<file path="config.mk">
export PLATFORM = sky130hd
export DESIGN_NAME = alu_sequencer
export DESIGN_NICKNAME = d
export VERILOG_FILES = /design/src/rtl/alu_seq_pkg.sv /design/src/rtl/seq_regfile.sv /design/src/rtl/alu_sequencer.sv
export SDC_FILE = /design/constraint.sdc
export NUM_CORES = 1
export LEC_CHECK = 0
export ABC_CLOCK_PERIOD_IN_PS = 2900
export BUFFER_PORTS_ARGS = -buffer_cell sky130_fd_sc_hd__buf_2
export CORE_ASPECT_RATIO = 1.25
export CORE_MARGIN = 2
export CORE_UTILIZATION = 60
export DETAILED_ROUTE_END_ITERATION = 12
export GPL_ROUTABILITY_DRIVEN = 0
export HOLD_SLACK_MARGIN = 0.02
export PLACE_DENSITY = 0.84
export SLEW_MARGIN = 20
export SYNTH_ARGS = -nofsm -noshare
export SYNTH_HDL_FRONTEND = slang
export SYNTH_SLANG_ARGS = --single-unit
</file>
<file path="constraint.sdc">
create_clock -name clk -period 2.9 [get_ports clk]
set_input_delay 0.435 -clock clk [delete_from_list [all_inputs] [get_ports clk]]
set_output_delay 0.435 -clock clk [all_outputs]
set_load 0.05 [all_outputs]
</file>
<file path="src/rtl/alu_seq_pkg.sv">
// Shared types and decode helpers for the ALU sequencer.
// Opcode and FSM state encodings, plus opcode classification functions.
package alu_seq_pkg;

    localparam int DATA_W = 8;

    typedef enum logic [2:0] {
        OP_LDI = 3'b001,
        OP_ADD = 3'b010,
        OP_AND = 3'b011,
        OP_XOR = 3'b100
    } opcode_e;

    typedef enum logic [1:0] {
        IDLE = 2'b00,
        EXEC = 2'b01,
        WB   = 2'b10
    } state_e;

    // Opcodes that need a round trip through the external ALU.
    function automatic logic is_alu_op(input logic [2:0] op);
        case (op)
            OP_ADD, OP_AND, OP_XOR: is_alu_op = 1'b1;
            default:                is_alu_op = 1'b0;
        endcase
    endfunction

    function automatic logic is_legal_op(input logic [2:0] op);
        case (op)
            OP_LDI, OP_ADD, OP_AND, OP_XOR: is_legal_op = 1'b1;
            default:                        is_legal_op = 1'b0;
        endcase
    endfunction

endpackage

</file>
<file path="src/rtl/seq_regfile.sv">
// Architectural register file: two operand read ports, one debug read port,
// one synchronous write port, asynchronously cleared to zero.
module seq_regfile
    import alu_seq_pkg::*;
#(
    parameter int NREGS = 4,
    parameter int AW    = (NREGS > 1) ? $clog2(NREGS) : 1
) (
    input  logic              clk_i,
    input  logic              rst_n_i,
    input  logic              we_i,
    input  logic [AW-1:0]     waddr_i,
    input  logic [DATA_W-1:0] wdata_i,
    input  logic [AW-1:0]     raddr1_i,
    output logic [DATA_W-1:0] rdata1_o,
    input  logic [AW-1:0]     raddr2_i,
    output logic [DATA_W-1:0] rdata2_o,
    input  logic [AW-1:0]     dbg_raddr_i,
    output logic [DATA_W-1:0] dbg_rdata_o
);

    logic [DATA_W-1:0] rf_q [NREGS];

    // Register storage with async clear and single write port.
    always_ff @(posedge clk_i or negedge rst_n_i) begin
        if (!rst_n_i) begin
            for (int i = 0; i < NREGS; i++) begin
                rf_q[i] <= 8'h00;
            end
        end else if (we_i) begin
            rf_q[waddr_i] <= wdata_i;
        end
    end

    assign rdata1_o    = rf_q[raddr1_i];
    assign rdata2_o    = rf_q[raddr2_i];
    assign dbg_rdata_o = rf_q[dbg_raddr_i];

endmodule

</file>
<file path="src/rtl/alu_sequencer.sv">
// Three-state instruction sequencer driving an external ALU and writing
// results back into a small register file.
module alu_sequencer
    import alu_seq_pkg::*;
#(
    parameter  int NREGS = 4,
    localparam int AW    = (NREGS > 1) ? $clog2(NREGS) : 1
) (
    input  logic          clk,
    input  logic          rst_n,
    input  logic          instr_valid,
    output logic          instr_ready,
    input  logic [2:0]    instr_op,
    input  logic [AW-1:0] instr_dst,
    input  logic [AW-1:0] instr_src1,
    input  logic [AW-1:0] instr_src2,
    input  logic [7:0]    instr_imm,
    output logic [7:0]    alu_rs1,
    output logic [7:0]    alu_rs2,
    output logic [2:0]    alu_opcode,
    input  logic [7:0]    alu_rd,
    input  logic          alu_is_zero,
    output logic          done,
    output logic          err,
    output logic          zero_flag,
    input  logic [AW-1:0] dbg_raddr,
    output logic [7:0]    dbg_rdata
);

    state_e        state_q, state_d;
    logic [2:0]    op_q;
    logic [AW-1:0] dst_q;
    logic [7:0]    imm_q;
    logic [7:0]    opa_q;
    logic [7:0]    opb_q;
    logic [7:0]    result_q;
    logic          zero_q;

    logic          rf_we_s;
    logic [7:0]    wdata_s;
    logic [7:0]    rf_rd1_s;
    logic [7:0]    rf_rd2_s;
    logic          accept_s;

    // The ALU result is written verbatim, so its zero indication is not consumed.
    logic          unused_alu_is_zero_s;
    assign unused_alu_is_zero_s = alu_is_zero;

    seq_regfile #(
        .NREGS (NREGS),
        .AW    (AW)
    ) u_regfile (
        .clk_i       (clk),
        .rst_n_i     (rst_n),
        .we_i        (rf_we_s),
        .waddr_i     (dst_q),
        .wdata_i     (wdata_s),
        .raddr1_i    (instr_src1),
        .rdata1_o    (rf_rd1_s),
        .raddr2_i    (instr_src2),
        .rdata2_o    (rf_rd2_s),
        .dbg_raddr_i (dbg_raddr),
        .dbg_rdata_o (dbg_rdata)
    );

    assign accept_s  = (state_q == IDLE) && instr_valid;
    assign wdata_s   = (op_q == OP_LDI) ? imm_q : result_q;
    assign zero_flag = zero_q;

    // FSM state register.
    always_ff @(posedge clk or negedge rst_n) begin
        if (!rst_n) begin
            state_q <= IDLE;
        end else begin
            state_q <= state_d;
        end
    end

    // Next-state decode and per-state outputs; ALU port is quiet outside EXEC.
    always_comb begin
        state_d     = state_q;
        instr_ready = 1'b0;
        done        = 1'b0;
        err         = 1'b0;
        rf_we_s     = 1'b0;
        alu_rs1     = 8'h00;
        alu_rs2     = 8'h00;
        alu_opcode  = 3'b000;
        case (state_q)
            IDLE: begin
                instr_ready = 1'b1;
                if (instr_valid) begin
                    state_d = is_alu_op(instr_op) ? EXEC : WB;
                end else begin
                    state_d = IDLE;
                end
            end
            EXEC: begin
                alu_rs1    = opa_q;
                alu_rs2    = opb_q;
                alu_opcode = op_q;
                state_d    = WB;
            end
            WB: begin
                done    = 1'b1;
                err     = ~is_legal_op(op_q);
                rf_we_s = is_legal_op(op_q);
                state_d = IDLE;
            end
            default: begin
                state_d = IDLE;
            end
        endcase
    end

    // Instruction latch, operand capture, ALU result capture and zero flag.
    always_ff @(posedge clk or negedge rst_n) begin
        if (!rst_n) begin
            op_q     <= 3'b000;
            dst_q    <= '0;
            imm_q    <= 8'h00;
            opa_q    <= 8'h00;
            opb_q    <= 8'h00;
            result_q <= 8'h00;
            zero_q   <= 1'b0;
        end else begin
            if (accept_s) begin
                op_q  <= instr_op;
                dst_q <= instr_dst;
                imm_q <= instr_imm;
                if (is_alu_op(instr_op)) begin
                    opa_q <= rf_rd1_s;
                    opb_q <= rf_rd2_s;
                end
            end
            if (state_q == EXEC) begin
                result_q <= alu_rd;
            end
            if (rf_we_s) begin
                zero_q <= (wdata_s == 8'h00);
            end
        end
    end

endmodule

</file>
# Yosys cells after proc, flatten, opt, wreduce, memory -nomap -nowiden
# Cells that the tools add are included.
# op_classes
magnitude_cmp	5
n_eq_ne	9
mux	29
bitwise	5
n_reduce_logical	7
# op_table
operator	n
8-bit two-way mux	10
8-bit binary-select mux with 2-bit select	3
32-bit bitwise mux	1
8-bit demux with 2-bit select	1
3-bit by 2-bit equality test with 1-bit output, second input constant	4
3-bit >= comparator, second input constant	4
2-bit inverter with 3-bit output	4
1-bit two-way mux	10
8-bit zero test	1
3-bit equality test, second input constant	2
2-bit two-way mux	2
2-bit one-hot mux with 2 select lines	1
4-bit OR reduction	1
3-bit by 1-bit equality test with 1-bit output, second input constant	1
3-bit by 1-bit less-than comparator with 1-bit output, second input constant	1
3-bit two-way mux	1
3-bit OR reduction	1
2-bit by 1-bit equality test with 1-bit output, second input constant	1
2-bit equality test, second input constant	1
1-bit logical AND	2
2-bit zero test	1
2-bit AND reduction	1
1-bit inverter	1
# word_totals
reg_bits	72
inputBits	31
out_inout_bits	31

# Longest topological paths before layout
# logic_depth
depth_word	8
mapped_depth	5
depth_no_buf	4

# By module
# A second synthesis with hierarchy kept.
# hier_totals
cells_unflattened	231
area_unflattened_um2	3628.5
# by_module_without_submodules
mod	n_inst	cells_per_inst	area_each_um2
alu_sequencer	1	133	1849.3
seq_regfile	1	98	1779.2

# Worst setup path after synthesis
# Ideal clock, no wire load.
# synth_timing
kind	reg2out
startpoint	register op_q[2]
endpoint	output err
arrival_time_ns	1.701
slack_ns	0.764
path_stages_with_launch	4
n_path_buf	1
cell_sequence	dfrtp_1 or3_1 buf_6 a21oi_1
# synth_between
elab_chain_cells	6
elab_cells_between_ends	9
cone_classes	4 x eq/ne; 3 x mux; 1 x bitwise; 1 x reduce/logical
# synth_rtl
item	line	text
from (decl)	alu_sequencer.sv:31	logic [2:0] op_q;
from (signal assigned)	alu_sequencer.sv:128	op_q <= instr_op;
3-bit by 1-bit equality test with 1-bit output, or another cell as far along	alu_seq_pkg.sv:29	case (op)
4-bit OR reduction *	alu_seq_pkg.sv:29	
1-bit two-way mux *	alu_seq_pkg.sv:29	
1-bit two-way mux *	alu_sequencer.sv:89	case (state_q)
1-bit inverter *	alu_sequencer.sv:106	err = ~is_legal_op(op_q);
1-bit two-way mux *	alu_sequencer.sv:89	
to (decl)	alu_sequencer.sv:24	output logic err,
# Every way passes the cells marked *; elsewhere a longest branch is shown, timed or not. The select of a mux whose other input is x is not followed.

# Worst setup path after layout
# Same ends and word-level chain as after synthesis.

==> summary by stage <==
Timing
The number of hold violations in the final report is 0. The slew at the pin closest to its max-slew limit is approximately 0.74 ns. The post-route clock period utilization is 75.2%. The setup-violating endpoint count in the final report is 0.

The count of pins over their slew limit is 0. Across the routed clock network, the largest skew measured is between 0.005 and 0.006 ns. The final worst hold slack is around 0.15 ns.

The maximum clock rate is approximately 0.46 GHz. The final critical path time including I/O delays and setup is 2.18 ns. The worst-case headroom to the max-slew limit is ~50%. The final-layout setup total negative slack is 0 ns. Setup repair after global routing left no endpoint under its margin.

Finish
Summing all multi-input logic gate instances after layout gives 1780 sq um. Registers take 1800 sq um. The number of antenna cells inserted is 0. The fraction of layout instances using a drive strength above 1 is 62.1%. The area growth from synthesis to layout is 16.0%. After the last flow step, the layout net total stands at between 300 and 400. After filler insertion, the fill cell instance count of the layout stands at 408.

Floorplan
The number of standard-cell rows in the floorplan is 31. The number of ports placed on the die boundary is 62. The core area is approximately 5900 sq um.

The die span in y is about 91 microns. The floorplan step defined a die boundary enclosing just under 7000 sq um. The die is around 74 microns wide. The initial utilization of the core area, before any placement, comes to 62.5%.

Logic synthesis
The post-synthesis area per instance is 15.4 sq um. Sorting the synthesized cells by area gives the leading types as sky130_fd_sc_hd__dfrtp_1, sky130_fd_sc_hd__mux2_2, sky130_fd_sc_hd__mux4_2. The area share of the largest cell type after synthesis is about 49%. The cell count after synthesis came out at 238.

The Yosys step of the flow raised 0 warnings. The number of synthesized register bits is between 70 and 80. In the post-synthesis netlist, the cell with the most instances is sky130_fd_sc_hd__dfrtp_1. The cell area after synthesis is between 3000 and 4000 sq um. When the netlist entered floorplanning its net count stood at 269. The most used flip-flop cell after synthesis is sky130_fd_sc_hd__dfrtp_1.

Counting instances in the post-synthesis netlist gives the leading cell types as sky130_fd_sc_hd__dfrtp_1, sky130_fd_sc_hd__mux2_2, sky130_fd_sc_hd__mux4_2. The largest total area in the synthesized netlist belongs to sky130_fd_sc_hd__dfrtp_1. The fraction of registers with async set/reset is 100%.

The synthesized design contains 0 enable-type register cells. Synthesis instantiated 29 different standard cells from the library. Summing the sequential cell areas from Yosys gives 49.2% of the chip area.

Worst setup path
The worst-path maximum fanout is 7. The worst setup path is captured at a primary output. The worst path required time is between 2 and 2.5 ns.

The worst register-to-register path ends at u_regfile.rf_q[5]$_DFFE_PN0P_. The worst setup path is of the reg2out kind. The worst flop-to-flop path startpoint is op_q[2]$_DFFE_PN0P_. The type of element launching the critical path is a register.

Data arrives at the worst endpoint at approximately 1.8 ns. The cell depth of the worst flop-to-flop path is 3. The worst setup slack for register-to-register paths is 1.03 ns.

Clock network
The count of instances resized after the clock tree is built is 0. The clock net in this run drives a total of 72 sinks. The number of buffers inserted by post-CTS setup repair is 0. For the worst-skew pair, the clock arrives at the later sink with an insertion delay of 0.35 ns. The H-tree depth reported by CTS is 3. TritonCTS built the clock tree. Clock-pin slew was measured on the worst setup and hold paths at 0.07 ns.

The number of buffers inserted by hold repair at cts is 0. The number of CTS-inserted buffers is 9. The worst-case clock buffer depth is 2. The root cell of the clock tree is sky130_fd_sc_hd__clkbuf_8.

Drt
The routed length per instance is 18.1 microns. The final antenna-violating net count is 0. The final route contains 2,263 vias.

The number of vias per cell is 5.83. The total length of routed wires is 7040 microns. The DRC marker count from the first detailed-route iteration is a little under 70.

The DRC violation count after routing is 0. The first detailed-routing pass ran for 4 iterations.

Place
The post-DP HPWL is 5080 microns. The number of I/O port buffers is 60.

Global routing
In the global route stage, overall resource usage came out at approximately a quarter. Entering global routing, the biggest net connects between 40 and 50 pins. The number of global-route vias before repair is around 2,300. The wire length of the first global-routing pass is 11,700 microns. The number of antenna violations at the first check in global routing was 0. Global routing finished with a remaining overflow of 0.

Status
The flow ran to the end, and the final reports show no timing, DRC or antenna violations.

Power and ir drop
Summed over all cells, the static leakage comes to between 0.0015 and 0.002 uW. VDD sags by at most between 0.4 and 0.5 mV. The power per unit of standard cell area is 939 nW/um^2.

Job
The number of max-capacitance violations reported is 0.

Hold path
The kind of path behind the tightest hold check is in2async.
-- worst max-delay path, cell delays in order, from the launching register on --
cell and delay (ns):
sky130_fd_sc_hd__dfrtp_1 0.42, sky130_fd_sc_hd__or3_1 0.51, sky130_fd_sc_hd__a21oi_1 0.19, sky130_fd_sc_hd__buf_2 0.28
-- final cells by class --
type | count | area share [%]
Clock inverter | 3 | 0.943
Inverter | 2 | 0.177
Sequential cell | 72 | 42.4
Multi-Input combinational cell | 150 | 41.9
Timing Repair Buffer | 66 | 8.43
Tap cell | 82 | 2.42
Clock buffer | 13 | 3.74
-- kinds of logic (layout without fill, tap and decap cells) --
| logic type | Yosys count | count (layout) | synth area share, % |
|---|---|---|---|
| AO/OA/AOI/OAI | 5 | 5 | 0.957 |
| AND/OR/NAND/NOR | 44 | 44 | 8.34 |
| flip-flops | 72 | 72 | 49.2 |
| buffers and inverters | 16 | 84 | 2.25 |
| multiplexers | 101 | 101 | 39.3 |
-- report_power, final --
part	internal (uW)	total, uW	switching (uW)	leakage, uW
clock	442	804	362	0.000103
sequential	1410	1740	333	0.000886
combinational	761	1440	681	0.000952
-- per-stage QoR --
| step | cell area, sq um | worst slack, ns | utilization [%] | power [uW] | instances |
|---|---|---|---|---|---|
| final | 4250 | 0.719 | 72.5 | 3990 | 388 |
| after global routing | 4250 | 0.658 | 72.5 | 4180 | 388 |
| after CTS | 4250 | 0.698 | 72.5 | 4010 | 388 |
| after detailed placement | 4050 | 0.954 | 69.1 | 3200 | 372 |
| after global placement | 4050 | 0.943 | 69.1 | 3120 | 372 |
| after floorplan | 3660 | 0.764 | - | 2840 | 238 |
-- cells in the final DEF (no fill, tap or decap), types with 2 or more instances in the layout --
cell and n:
sky130_fd_sc_hd__dfrtp_1 72, sky130_fd_sc_hd__mux2_2 69, sky130_fd_sc_hd__buf_2 60, sky130_fd_sc_hd__mux4_2 24, sky130_fd_sc_hd__and2_1 18, sky130_fd_sc_hd__clkbuf_8 11, sky130_fd_sc_hd__mux2_4 8, sky130_fd_sc_hd__buf_4 5
sky130_fd_sc_hd__nor2b_1 4, sky130_fd_sc_hd__nor4_1 4, sky130_fd_sc_hd__nor3b_1 3, sky130_fd_sc_hd__nand4_2 3, sky130_fd_sc_hd__nor2_1 2, sky130_fd_sc_hd__o21ai_2 2, sky130_fd_sc_hd__a31oi_1 2, sky130_fd_sc_hd__clkinv_2 2
sky130_fd_sc_hd__clkbuf_1 2
-- worst max-delay path by stage --
stage	startpoint	slack, ns	to	depth (start not counted)
3_3_place_gp	dbg_raddr[0]	0.94	dbg_rdata[1]	3
6_report	op_q[2]$_DFFE_PN0P_	0.72	err	3
4_1_cts	op_q[2]$_DFFE_PN0P_	0.70	err	3
2_1_floorplan	op_q[2]$_DFFE_PN0P_	0.76	err	3
5_1_grt	op_q[2]$_DFFE_PN0P_	0.66	err	3
3_5_place_dp	dbg_raddr[0]	0.95	dbg_rdata[1]	3
-- sequential cells by signal, summed over array words and instances (netlist names) --
name / flops
opa_q: 8
dst_q: 2
opb_q: 8
imm_q: 8
u_regfile.rf_q: 32
op_q: 3
result_q: 8
zero_flag: 1
state_q: 2
-- layer usage --
| metal | vias to the layer above | global-route usage (%) | part of all wire, % |
|---|---|---|---|
| met2 | 55 | 39.5 | 54 |
| met3 | 13 | 3.11 | 3.2 |
| met5 | - | 0 | 0 |
| li1 | 1026 | - | - |
| met1 | 1169 | 29.8 | 40 |
| met4 | 0 | 10.9 | 2.4 |
Power figures use the tool's default switching activity.
